<file path="src/rtl/pc_pkg.sv">
// Shared op codes for the program-counter unit.
package pc_pkg;

    typedef enum logic [2:0] {
        OP_NOP    = 3'd0,
        OP_INCR   = 3'd1,
        OP_LOAD   = 3'd2,
        OP_BRANCH = 3'd3,
        OP_CALL   = 3'd4,
        OP_RET    = 3'd5,
        OP_RSV6   = 3'd6,
        OP_RSV7   = 3'd7
    } pc_op_e;

    localparam int PC_OP_W = 3;

endpackage

</file>
<file path="src/rtl/pc_unit_if.sv">
// Operation/status bundle between a sequencer (master) and pc_unit (slave).
interface pc_unit_if #(
    parameter int ADDR_W      = 8,
    parameter int STACK_DEPTH = 4
);
    import pc_pkg::*;

    localparam int DW = $clog2(STACK_DEPTH + 1);

    pc_op_e              op;
    logic [ADDR_W-1:0]   data;
    logic                stall;
    logic [ADDR_W-1:0]   pc;
    logic [DW-1:0]       depth;
    logic                stack_full;
    logic                stack_empty;
    logic                ovf_err;
    logic                unf_err;

    modport master (
        output op, data, stall,
        input  pc, depth, stack_full, stack_empty, ovf_err, unf_err
    );

    modport slave (
        input  op, data, stall,
        output pc, depth, stack_full, stack_empty, ovf_err, unf_err
    );

endinterface

</file>
<file path="src/rtl/pc_ret_stack.sv">
// Return-address LIFO. Caller guarantees no push when full and no pop when
// empty; this block holds no error logic.
module pc_ret_stack #(
    parameter int ADDR_W      = 8,
    parameter int STACK_DEPTH = 4
) (
    input  logic                               clk,
    input  logic                               reset,
    input  logic                               push,
    input  logic                               pop,
    input  logic [ADDR_W-1:0]                  push_data,
    output logic [ADDR_W-1:0]                  top,
    output logic [$clog2(STACK_DEPTH+1)-1:0]   depth
);
    localparam int DW = $clog2(STACK_DEPTH + 1);
    localparam int IW = (STACK_DEPTH > 1) ? $clog2(STACK_DEPTH) : 1;

    // Storage is padded to a power of two so every index value is in range.
    logic [ADDR_W-1:0] mem [0:(1<<IW)-1];
    logic [DW-1:0]     cnt;
    logic [IW-1:0]     wr_idx;
    logic [IW-1:0]     rd_idx;

    assign wr_idx = IW'(cnt);
    assign rd_idx = IW'(cnt - DW'(1));
    assign depth  = cnt;
    // Stale entries are masked so nothing leaks out while the stack is empty.
    assign top    = (cnt == '0) ? '0 : mem[rd_idx];

    // Count/storage update; reset only drops the count, entries stay stale.
    always_ff @(posedge clk) begin
        if (reset) begin
            cnt <= '0;
        end else if (push) begin
            mem[wr_idx] <= push_data;
            cnt         <= cnt + DW'(1);
        end else if (pop) begin
            cnt <= cnt - DW'(1);
        end
    end

endmodule

</file>
<file path="src/rtl/pc_unit.sv">
// Program counter with call/return stack and sticky overflow/underflow flags.
module pc_unit
    import pc_pkg::*;
#(
    parameter int ADDR_W      = 8,
    parameter int STACK_DEPTH = 4
) (
    input  logic     clk,
    input  logic     reset,
    pc_unit_if.slave bus
);
    localparam int DW = $clog2(STACK_DEPTH + 1);

    logic [ADDR_W-1:0] pc_q;
    logic              ovf_q;
    logic              unf_q;
    logic [ADDR_W-1:0] pc_inc;
    logic [ADDR_W-1:0] stk_top;
    logic [DW-1:0]     stk_depth;
    logic              full;
    logic              empty;
    logic              push;
    logic              pop;

    assign pc_inc = pc_q + ADDR_W'(1);
    assign full   = (stk_depth == DW'(STACK_DEPTH));
    assign empty  = (stk_depth == '0);

    // Stack moves only on a legal, unstalled CALL/RET; the stack itself
    // handles reset.
    assign push = !stall_or_reset() && (bus.op == OP_CALL) && !full;
    assign pop  = !stall_or_reset() && (bus.op == OP_RET)  && !empty;

    function automatic logic stall_or_reset();
        return reset || bus.stall;
    endfunction

    pc_ret_stack #(
        .ADDR_W      (ADDR_W),
        .STACK_DEPTH (STACK_DEPTH)
    ) u_stack (
        .clk       (clk),
        .reset     (reset),
        .push      (push),
        .pop       (pop),
        .push_data (pc_inc),
        .top       (stk_top),
        .depth     (stk_depth)
    );

    // PC and error flags: reset beats stall, stall beats op.
    always_ff @(posedge clk) begin
        if (reset) begin
            pc_q  <= '0;
            ovf_q <= 1'b0;
            unf_q <= 1'b0;
        end else if (!bus.stall) begin
            case (bus.op)
                OP_INCR:   pc_q <= pc_inc;
                OP_LOAD:   pc_q <= bus.data;
                // Modular add makes a two's-complement offset work unchanged.
                OP_BRANCH: pc_q <= pc_q + bus.data;
                OP_CALL: begin
                    if (full) ovf_q <= 1'b1;
                    else      pc_q  <= bus.data;
                end
                OP_RET: begin
                    if (empty) unf_q <= 1'b1;
                    else       pc_q  <= stk_top;
                end
                default: ;
            endcase
        end
    end

    assign bus.pc          = pc_q;
    assign bus.depth       = stk_depth;
    assign bus.stack_full  = full;
    assign bus.stack_empty = empty;
    assign bus.ovf_err     = ovf_q;
    assign bus.unf_err     = unf_q;

endmodule
</file>
<file path="src/flat_wrapper.sv">
// flat-port wrapper written by rule: the top's interface ports become plain ports
module pc_unit_flat import pc_pkg::*;
#(
    parameter int ADDR_W      = 8,
    parameter int STACK_DEPTH = 4
)
  (clk, reset, bus_op, bus_data, bus_stall, bus_pc, bus_depth, bus_stack_full, bus_stack_empty, bus_ovf_err, bus_unf_err);
  pc_unit_if #(.ADDR_W(ADDR_W), .STACK_DEPTH(STACK_DEPTH)) bus_i ();
  input  logic clk;
  input  logic reset;
  input wire logic [$bits(bus_i.op)-1:0] bus_op;
  input wire logic [$bits(bus_i.data)-1:0] bus_data;
  input wire logic [$bits(bus_i.stall)-1:0] bus_stall;
  output wire logic [$bits(bus_i.pc)-1:0] bus_pc;
  output wire logic [$bits(bus_i.depth)-1:0] bus_depth;
  output wire logic [$bits(bus_i.stack_full)-1:0] bus_stack_full;
  output wire logic [$bits(bus_i.stack_empty)-1:0] bus_stack_empty;
  output wire logic [$bits(bus_i.ovf_err)-1:0] bus_ovf_err;
  output wire logic [$bits(bus_i.unf_err)-1:0] bus_unf_err;
  assign bus_i.op = bus_op;
  assign bus_i.data = bus_data;
  assign bus_i.stall = bus_stall;
  assign bus_pc = bus_i.pc;
  assign bus_depth = bus_i.depth;
  assign bus_stack_full = bus_i.stack_full;
  assign bus_stack_empty = bus_i.stack_empty;
  assign bus_ovf_err = bus_i.ovf_err;
  assign bus_unf_err = bus_i.unf_err;
  pc_unit #(.ADDR_W(ADDR_W), .STACK_DEPTH(STACK_DEPTH)) u_core (.clk(clk), .reset(reset), .bus(bus_i));
endmodule
</file>
<file path="config.mk">
export PLATFORM = sky130hd
export DESIGN_NAME = pc_unit_flat
export DESIGN_NICKNAME = d
export VERILOG_FILES = /design/src/rtl/pc_pkg.sv /design/src/rtl/pc_unit_if.sv /design/src/rtl/pc_ret_stack.sv /design/src/rtl/pc_unit.sv /design/src/flat_wrapper.sv
export SDC_FILE = /design/constraint.sdc
export NUM_CORES = 1
export LEC_CHECK = 0
export ABC_CLOCK_PERIOD_IN_PS = 2130
export CORE_ASPECT_RATIO = 0.7
export CORE_MARGIN = 2
export CORE_UTILIZATION = 50
export DETAILED_ROUTE_END_ITERATION = 10
export PLACE_DENSITY_LB_ADDON = 0.25
export SLEW_MARGIN = 20
export SYNTH_ARGS = -nofsm -noshare
export SYNTH_HDL_FRONTEND = slang
export SYNTH_SLANG_ARGS = --single-unit
export TNS_END_PERCENT = 100
</file>
<file path="constraint.sdc">
create_clock -name clk -period 2.13 [get_ports clk]
set_input_delay 0.213 -clock clk [delete_from_list [all_inputs] [get_ports clk]]
set_output_delay 0.213 -clock clk [all_outputs]
set_load 0.02 [all_outputs]
</file>
# Yosys cells after proc, flatten, opt, wreduce, memory -nomap -nowiden
# Memory sizes are Yosys's and may differ from the RTL's.
# Cells that the tools add are included.
dict set report word_totals {
  reg_bits 13
  out_inout_bits 15
  in_bits 14
  mem_count 1
  rom_bits 0
  latchBits 0
  mem_bits_rw 32
}
dict set report op_classes {
  n_mul 0
  muxes 8
  n_addsub 4
  n_reduce_logical 14
  magnitude_cmp 0
  n_div 0
  n_bitwise 1
  eq_ne 8
  shift 0
}
# name words word_bits rd rd_ports_with_merged_regs write_ports line_no
set mem_list {}
lappend mem_list {u_core.u_stack.mem 4 8 1 0 1 pc_ret_stack.sv:19} ;# logic [ADDR_W-1:0] mem [0:(1<<IW)-1];
# op n
set ops {}
lappend ops {{one-hot mux 8 bit (5 select lines)} 1}
lappend ops {{2-to-1 mux 8 bit} 2}
lappend ops {{== test 3 bit, second input constant} 3}
lappend ops {{adder 8 x 1 -> 8 bit, second input constant} 1}
lappend ops {{adder 8 bit} 1}
lappend ops {{== test 3 x 2 -> 1 bit, second input constant} 2}
lappend ops {{2-to-1 mux 3 bit} 2}
lappend ops {{AND reduction 3 bit} 2}
lappend ops {{nonzero test 5 bit} 1}
lappend ops {{logical AND 1 bit} 4}
lappend ops {{!= test 2 bit, second input constant} 2}
lappend ops {{AND reduction 4 bit} 1}
lappend ops {{adder 3 x 1 -> 3 bit, second input constant} 1}
lappend ops {{== test 3 x 1 -> 1 bit, second input constant} 1}
lappend ops {{logical NOT 1 bit} 3}
lappend ops {{logical NOT 3 bit} 1}
lappend ops {{2-to-1 mux 1 bit} 3}
lappend ops {{subtractor 3 x 1 -> 3 bit, second input constant} 1}
lappend ops {{nonzero test 2 bit} 1}
lappend ops {{logical OR 1 bit} 1}
lappend ops {{NOT 1 bit} 1}

# Depth between registers and ports, before layout
# Gate-level depths: netlist (run 1).
dict set report depth {
  depth_word 7
  ltp_mapped 10
  depth_no_buf 9
}

# Cells and area by module
# A second synthesis (run 1) with hierarchy kept.
dict set report hier_totals {
  hier_cells 251
  area_unflattened_um2 2698.8
}
# mod instances area_each_um2 cells_each seq_area_each_um2
set modules_own_cells {}
lappend modules_own_cells {pc_ret_stack 1 1473.9 90 1021.0}
lappend modules_own_cells {pc_unit 1 1224.9 161 200.2}

# Worst setup path after synthesis (run 1)
# Ideal clock, no wire load.
dict set report synth_timing {
  kind {register -> register}
  start {register u_core.u_stack.cnt[0], in the netlist u_core.u_stack.depth[0]}
  end {register u_core.u_stack.cnt[2], in the netlist u_core.u_stack.depth[2]}
  setup_ns 0.103
  required_ns 2.027
  arrival_time_ns 2.311
  path_buffers 1
  stages_incl_launch_ff 9
  setup_slack_ns -0.285
  period_less_slack_ns 2.415
  path_cell_list {dfxtp_1 buf_6 inv_1 ha_1 ha_1 nor4b_4 and2_4 nor3_2 a2111oi_2}
}
dict set report synth_between {
  elab_chain_len 4
  elab_cells_between_ends 11
}
# item line_no
set synth_rtl {}
lappend synth_rtl {{from (decl)} pc_ret_stack.sv:20} ;# logic [DW-1:0] cnt;
lappend synth_rtl {{from (signal assigned)} pc_ret_stack.sv:36} ;# cnt <= cnt + DW'(1);
lappend synth_rtl {{from (signal assigned)} pc_ret_stack.sv:38} ;# cnt <= cnt - DW'(1);
lappend synth_rtl {{== test 3 bit *} pc_unit.sv:26} ;# assign full = (stk_depth == DW'(STACK_DEPTH));
lappend synth_rtl {{via bus_stack_full} flat_wrapper.sv:16} ;# output wire logic [$bits(bus_i.stack_full)-1:0] bus_stack_full;
lappend synth_rtl {{logical NOT 1 bit *} pc_unit.sv:31} ;# assign push = !stall_or_reset() && (bus.op == OP_CALL) && !full;
lappend synth_rtl {{logical AND 1 bit *} pc_unit.sv:31}
lappend synth_rtl {{2-to-1 mux 3 bit / nonzero test 2 bit (equally long branches)} n/a}
# Mark *: on every way through the listed nets, which the timed path passes. The rest lies on a longest branch. The select of a mux whose other input is x is not followed.
# A chain may end at the register's enable or synchronous reset.

# Worst setup path after layout (run 1)
dict set report layout_timing {
  start {register u_core.pc_q[0], in the netlist u_core.bus.pc[0]}
  end {register u_core.pc_q[6], in the netlist u_core.bus.pc[6]}
}
dict set report layout_between {
  elab_chain_len 2
  elab_cells_between_ends 3
}
# item line_no
set layout_rtl {}
lappend layout_rtl {{from (decl)} pc_unit.sv:14} ;# logic [ADDR_W-1:0] pc_q;
lappend layout_rtl {{from (signal assigned)} pc_unit.sv:59} ;# OP_INCR: pc_q <= pc_inc;
lappend layout_rtl {{from (signal assigned)} pc_unit.sv:60} ;# OP_LOAD: pc_q <= bus.data;
lappend layout_rtl {{from (signal assigned)} pc_unit.sv:62} ;# OP_BRANCH: pc_q <= pc_q + bus.data;
lappend layout_rtl {{adder 8 bit / adder 8 x 1 -> 8 bit (equally long branches)} {pc_unit.sv:62, pc_unit.sv:25}}
lappend layout_rtl {{one-hot mux 8 bit (5 select lines) *} pc_unit.sv:58} ;# case (bus.op)
# Every way passes the cells marked *; elsewhere a longest branch is shown, timed or not.

==> results of run 1 <==
[worst paths after layout]
path                                      endpoint  cells past startpoint  slack, ns                from
worst min register to register  u_core.bus.unf_err                      2       0.48  u_core.bus.unf_err
worst max-delay path              u_core.bus.pc[6]                      9       0.02    u_core.bus.pc[0]
worst max register to register    u_core.bus.pc[6]                      9       0.02    u_core.bus.pc[0]
worst min-delay path            u_core.bus.unf_err                      2       0.48  u_core.bus.unf_err
[cells in the final DEF (no fill, tap or decap), types with 7 or more instances in the layout]
master / netlist / final
sky130_fd_sc_hd__ha_1: 14 / 10
sky130_fd_sc_hd__a21oi_1: 18 / 17
sky130_fd_sc_hd__nand3_1: 10 / 10
sky130_fd_sc_hd__edfxtp_1: 32 / 32
sky130_fd_sc_hd__buf_4: 1 / 25
sky130_fd_sc_hd__inv_1: 9 / 9
sky130_fd_sc_hd__mux4_2: 8 / 8
sky130_fd_sc_hd__clkdlybuf4s50_1: 0 / 26
sky130_fd_sc_hd__dfxtp_1: 13 / 10
sky130_fd_sc_hd__xnor2_1: 7 / 7
sky130_fd_sc_hd__nor2_1: 23 / 23
sky130_fd_sc_hd__nand2b_1: 9 / 8
sky130_fd_sc_hd__nand2_1: 11 / 11
[worst min-delay path, cell delays in order (launching register included)]
cell and delay (ns):
sky130_fd_sc_hd__dfxtp_1 0.34, sky130_fd_sc_hd__a21oi_1 0.04, sky130_fd_sc_hd__nor2_1 0.07
[timing repair]
action | 4_1_cts | 5_1_grt
endpoints found under the setup margin | 3 | 6
pin swaps | 2 | 9
buffers inserted | 0 | 1
gates resized for setup | 2 | 10
[kinds of logic after synthesis]
group | after synthesis
simple gates | 75
flops | 45
compound gates | 43
buf+inv | 19
fa+ha+maj | 15
xor+xnor | 13
mux | 9
[per-layer routing]
| layer | GRT usage [%] | wire length (um) | vias up |
|---|---|---|---|
| met5 | 0 | 0 | - |
| met4 | 5.97 | 64 | 0 |
| met3 | 4.72 | 270 | 7 |
| met2 | 35.1 | 2910 | 51 |
| met1 | 30.0 | 2570 | 950 |
| li1 | - | - | 922 |
[where the power goes]
part           internal (mW)  switching, mW  total, mW
clock network          0.351          0.300      0.651
registers              0.952         0.0127      0.965
logic                  0.163          0.181      0.344
[area by class of cell]
class	count	area share (%)
inverters	9	1.02
well taps	69	2.61
repair buffers	58	17.2
multi-input cells	155	38.6
clock buffers	5	2.08
clock inverters	3	1.40
flip-flops and latches	45	37.1
[registers in the layout, indices dropped and copies added, names as in the netlist]
name	cells
u_core.bus.pc	8
u_core.u_stack.depth	3
u_core.bus.ovf_err	1
u_core.u_stack.mem	32
u_core.bus.unf_err	1
==> metrics, run 1 <==
maximum fanout encountered on the critical timing path 2; Setup WS post-layout 0.0227 ns; largest buffer count on any clock path 2; maximum resistive drop on vdd 425 uV; cell at the root of the clock tree sky130_fd_sc_hd__clkbuf_8; ys flop type sky130_fd_sc_hd__edfxtp_1; slew at the pin with the worst max-slew slack 0.435 ns; Horiz. Die Dim 89.0 um; placed cells 335; P&R area growth vs syn 31.1%; # clock sinks 45; row count 21; static leakage 1.22 nW; most used standard cell by instance count after synthesis sky130_fd_sc_hd__edfxtp_1; global-route wire length before repair 9.23 mm; final-layout worst hold slack 0.477 ns; required time of the worst setup path 2.32 ns; overflow left after global routing 0; share of synthesized cell area in full adder, half adder and majority cells 7.73%; crit path time final 2.11 ns; cell area after layout 0.00331 mm^2; number of endpoints with negative hold slack in the final report 0; global routing usage summed across all routing layers 21.8%; startpoint types flip-flop; Antenna diodes 0; top area cells in the synthesized netlist sky130_fd_sc_hd__edfxtp_1 38%, sky130_fd_sc_hd__dfxtp_1 10%, sky130_fd_sc_hd__mux4_2 7.1%; #FFs+latches synth 45; overall power consumption 1.96 mW; worst-path cell with the longest stage delay sky130_fd_sc_hd__o41ai_1; Cell Chain, Critical Path ha_2 > inv_1 > fa_2 > nand2b_4 > a21oi_4 > a31o_4 > xor2_2 > a211oi_2 > o41ai_1; run status completed; layout cells sized above 1 23.6%; share of the synthesized area in compound gates (AO/OA/AOI/OAI) 11.4%; crit share post-route 98.9%; instance area at placement 0.00313 mm^2; HPWL Detailed 4.25 mm; total number of nets in the final design 303; die height 63.5 um; count of placed standard cells in the final layout, fillers left out 344; antenna violations before repair 0; kind of path behind the tightest hold check reg -> reg; mean routed wirelength per cell 16.9 um; Setup CP Type reg -> reg; number of failing setup endpoints in the final timing report 0; CTS H-tree lvls 2; count of flip-flops with a built-in enable after synthesis 32; ranking of synthesized cells by instance count 32 x sky130_fd_sc_hd__edfxtp_1, 23 x sky130_fd_sc_hd__nor2_1, 18 x sky130_fd_sc_hd__a21oi_1; core occupancy in the finished layout 68.5%; proportion of register bits with asynchronous set or reset after synthesis 0%; synthesized net count 248; post-route DRC violation count 0; vias per inst 5.61; area fraction of the dominant cell type after synthesis 38.0%; count of fill cells added during filler insertion 396; Post-CTS Hold Buffers 0; library cell with the largest summed area after synthesis sky130_fd_sc_hd__edfxtp_1; Yosys warnings 0; Detailed Route Iter0 Violations 164; final count of pins violating max slew 0; Multi-input gate area 0.00128 mm^2; dominant combinational cell family by area after synthesis simple AND/OR/NAND/NOR gates; CP max stage delay 0.35 ns; Top Family by Delay on Critical Path compound AO/OA/AOI/OAI gates; Synth cell types 48; number of instances in the synthesized netlist 219; Worst-Skew Late Latency 0.30 ns; total CTS buffers 5; skew final 0.00643 ns; headroom to the max-slew limit 70.8%; Starting Density 52.3%; Die ar. 0.00565 mm^2; standard cell core area 0.00483 mm^2; routability-driven placement congestion ratio 0.852; antenna viol nets, final 0; type of destination of the critical path flip-flop; maximum clock rate 475 MHz; maximum number of pins on one net before global-route repair 23; via count of the first global-routing pass 1950; Synth Area in XOR/XNOR 4.51%; netlist area before placement 0.00253 mm^2; synthesized-area fraction occupied by and/or/nand/nor cells 16.6%; final WL 5.82 mm; clock tree from TritonCTS done; Power per Cell Area 592 mW/mm^2; final total negative setup slack 0 ns; Post-Place Worst Slack -0.423 ns; max-capacitance violation count 0; total number of vias 1930; buffering stage count on the worst path with inverters included 1; detailed-router iteration count before antenna repair 5; Port Buf Inserts 28; flip-flop and latch area 0.00123 mm^2; average cell area after synthesis 11.5 um^2; worst path arrival time 2.30 ns; clock slew at reported path FFs 0.09 ns; fraction of synthesized area in multiplexers 7.53%; proportion of synthesized chip area in sequential cells 48.3%; count of boundary I/O pins 29
Note: power is estimated with default switching activity, not from simulation.
==> run 2, diff against run 1 <==
- CAP_MARGIN: default -> 40
==> results of run 2 <==
The final DEF is identical to that of run 1; final timing and power are the same.
==> run 3, diff against run 2 <==
--- a/config.mk
+++ b/config.mk
@@ -12,4 +12,5 @@
 export CORE_UTILIZATION = 50
 export DETAILED_ROUTE_END_ITERATION = 10
+export MAX_ROUTING_LAYER = met4
 export PLACE_DENSITY_LB_ADDON = 0.25
 export SLEW_MARGIN = 20
==> constraint.sdc (replaced) <==
create_clock -name clk -period 2.13 [get_ports clk]
set_input_delay 0.5325 -clock clk [delete_from_list [all_inputs] [get_ports clk]]
set_output_delay 0.5325 -clock clk [all_outputs]
set_load 0.02 [all_outputs]
==> metrics, run 3 (same netlist as run 1, synthesis figures left out) <==
commonest non-fill, non-tap cell in the layout sky130_fd_sc_hd__buf_4; cell at the root of the clock tree sky130_fd_sc_hd__clkbuf_8; type of destination of the critical path flip-flop; cell area after layout 0.00351 mm^2 (+6.0%); number of flip-flops under the largest register name 32 (unchanged); Post-CTS Hold Buffers 0 (unchanged); final total negative setup slack 0 ns (unchanged); global-route wire length before repair 10.0 mm (+8.6%); cell-internal power 1.61 mW (+10%); static leakage 1.33 nW (+9.5%); Multi-input gate area 0.00133 mm^2 (+4.1%); count of fill cells added during filler insertion 358 (-9.6%); Power per Cell Area 608 mW/mm^2 (+2.8%); final count of pins violating max slew 0 (unchanged); clock tree from TritonCTS done; slew at the pin with the worst max-slew slack 0.388 ns (-0.0477 ns); final WL 6.08 mm (+4.6%); flip-flop and latch area 0.00123 mm^2 (unchanged); CP max stage delay 0.35 ns (about the same); share of power burned in combinational logic 17.9% (+0.3 points); post-route DRC violation count 0 (unchanged); Horiz. Die Dim 89.0 um (unchanged); vias per inst 5.51 (-1.8%); share of total power in sequential cells 45.3% (-3.9 points); required time of the worst setup path 2.35 ns (+0.03 ns); placed cells 356 (+6.3%); instance area at placement 0.00327 mm^2 (+4.6%); worst reg2reg startpoint u_core.bus.pc[0]; total number of nets in the final design 323 (+6.6%); clock share of power 36.9% (+3.7 points); worst-path cell with the longest stage delay sky130_fd_sc_hd__dfxtp_2; via count of the first global-routing pass 2125 (+9.0%); maximum resistive drop on vdd 344 uV (-19%); skew final 0.0147 ns (+0.00829 ns); antenna violations before repair 0 (unchanged); count of boundary I/O pins 29 (unchanged); die height 63.5 um (unchanged); hold wc startpoint u_core.bus.unf_err; worst r2r dst u_core.bus.pc[6]; standard cell core area 0.00483 mm^2 (unchanged); Detailed Route Iter0 Violations 162 (-1.2%); register with the most flip-flops u_core.u_stack.mem; core occupancy in the finished layout 72.6% (+4.1 points); row count 21 (unchanged); max-capacitance violation count 0 (unchanged); buffering stage count on the worst path with inverters included 1 (unchanged); P&R area growth vs syn 38.9%; most used cells in the layout excluding fill and tap cells 46 x sky130_fd_sc_hd__buf_4, 32 x sky130_fd_sc_hd__edfxtp_1, 23 x sky130_fd_sc_hd__clkdlybuf4s50_1, 22 x sky130_fd_sc_hd__nor2_1, 17 x sky130_fd_sc_hd__a21oi_1; Cell Chain, Critical Path ha_2 > inv_1 > fa_2 > nand2b_4 > a21oi_4 > a31o_4 > xor2_2 > a211oi_2 > o41ai_2; maximum clock rate 488 MHz (+2.8%); count of placed standard cells in the final layout, fillers left out 364 (+5.8%); overflow left after global routing 0 (unchanged); antenna viol nets, final 0 (unchanged); run status completed; CTS H-tree lvls 2 (unchanged); total setup buffers inserted after CTS 0 (unchanged); number of failing setup endpoints in the final timing report 0 (unchanged); number of cells on the worst hold path 2 (unchanged); routability-driven placement congestion ratio 0.877 (+2.9%); # clock sinks 45 (unchanged); Worst-Skew Late Latency 0.30 ns (about the same); mean routed wirelength per cell 16.7 um (-1.2%); Top Family by Delay on Critical Path compound AO/OA/AOI/OAI gates; Antenna diodes 0 (unchanged); headroom to the max-slew limit 73.9% (+3.2 points); global routing usage summed across all routing layers 24.4% (+2.6 points); Setup CP Type reg -> reg; Port Buf Inserts 28 (unchanged); cell count of the worst reg-to-reg path 9 (unchanged); layout cells sized above 1 31.5% (+7.9 points); end of the worst hold path u_core.bus.unf_err; maximum number of pins on one net before global-route repair 16 (-30%); Starting Density 52.3% (unchanged); kind of path behind the tightest hold check reg -> reg; startpoint types flip-flop; overall power consumption 2.13 mW (+8.9%); maximum fanout encountered on the critical timing path 2 (unchanged); largest buffer count on any clock path 2 (unchanged); Die ar. 0.00565 mm^2 (unchanged); total number of vias 2006 (+3.9%); RSZ-0062 raised after global routing true; crit share post-route 96.2% (-2.7 points); detailed-router iteration count before antenna repair 4 (-1); HPWL Detailed 4.53 mm (+6.6%); net switching power 0.520 mW (+5.4%); clock slew at reported path FFs 0.10 ns (about the same); register-to-register setup slack 0.08 ns (+0.06 ns); number of endpoints with negative hold slack in the final report 0 (unchanged); crit path time final 2.05 ns (-0.0580 ns); total CTS buffers 5 (unchanged); net switching fraction of the power 24.4% (-0.81 points); worst path arrival time 2.26 ns (-0.04 ns)
run 3: power groups by stage:
stage / logic [mW] / registers, mW / clock network (mW)
detailed placement: 0.353 / 0.985 / 0
global route: 0.416 / 0.969 / 0.839
finish: 0.381 / 0.967 / 0.787
CTS: 0.359 / 0.965 / 0.797
floorplan: 0.176 / 1.00 / 0
global placement: 0.343 / 0.985 / 0
run 3: per-layer routing:
metal	GRT usage (%)	wire, um	up-vias
met5	-	0	-
li1	-	-	954
met4	5.60	82	0
met1	31.5	2740	962
met2	39.7	2890	82
met3	5.24	367	8
run 3: metrics by stage:
| step | worst slack [ns] | hold slack [ns] |
|---|---|---|
| 2_1_floorplan | -0.0108 | 0.570 |
| 3_3_place_gp | -0.574 | 0.458 |
| 3_5_place_dp | -0.638 | 0.461 |
| 4_1_cts | 0.0114 | 0.486 |
| 5_1_grt | -0.0126 | 0.519 |
| 6_report | 0.0807 | 0.481 |
run 3: worst register-to-register path: cells and delay by family (launching register included):
kind / cells / cell delay, ns
flops: 1 / 0.35
fa+ha+maj: 2 / 0.50
compound gates: 4 / 0.76
buf+inv: 1 / 0.05
simple gates: 1 / 0.16
xor+xnor: 1 / 0.13
run 3: cell type report:
type                            count  share of cell area (%)
Inverter                            9                   0.963
Clock inverter                      3                    1.96
Sequential cell                    45                    35.0
Clock buffer                        5                    1.96
Multi-Input combinational cell    155                    38.0
Tap cell                           69                    2.46
Timing Repair Buffer               78                    19.7
run 3: what timing repair did:
item,4_1_cts,5_1_grt
gates resized for setup,9,17
pin swaps,7,9
setup endpoints to repair,8,10
run 3: how the worst max path moves through the flow:
stage	slack (ns)	cells past startpoint	from	to
floorplan	-0.01	8	u_core.u_stack.depth[0]	u_core.u_stack.depth[2]
global placement	-0.57	10	bus_data[0]	u_core.bus.pc[6]
detailed placement	-0.64	10	bus_data[0]	u_core.bus.pc[6]
CTS	0.01	10	bus_data[0]	u_core.bus.pc[4]
global route	-0.01	11	u_core.u_stack.depth[0]	u_core.bus.pc[1]
finish	0.08	9	u_core.bus.pc[0]	u_core.bus.pc[6]
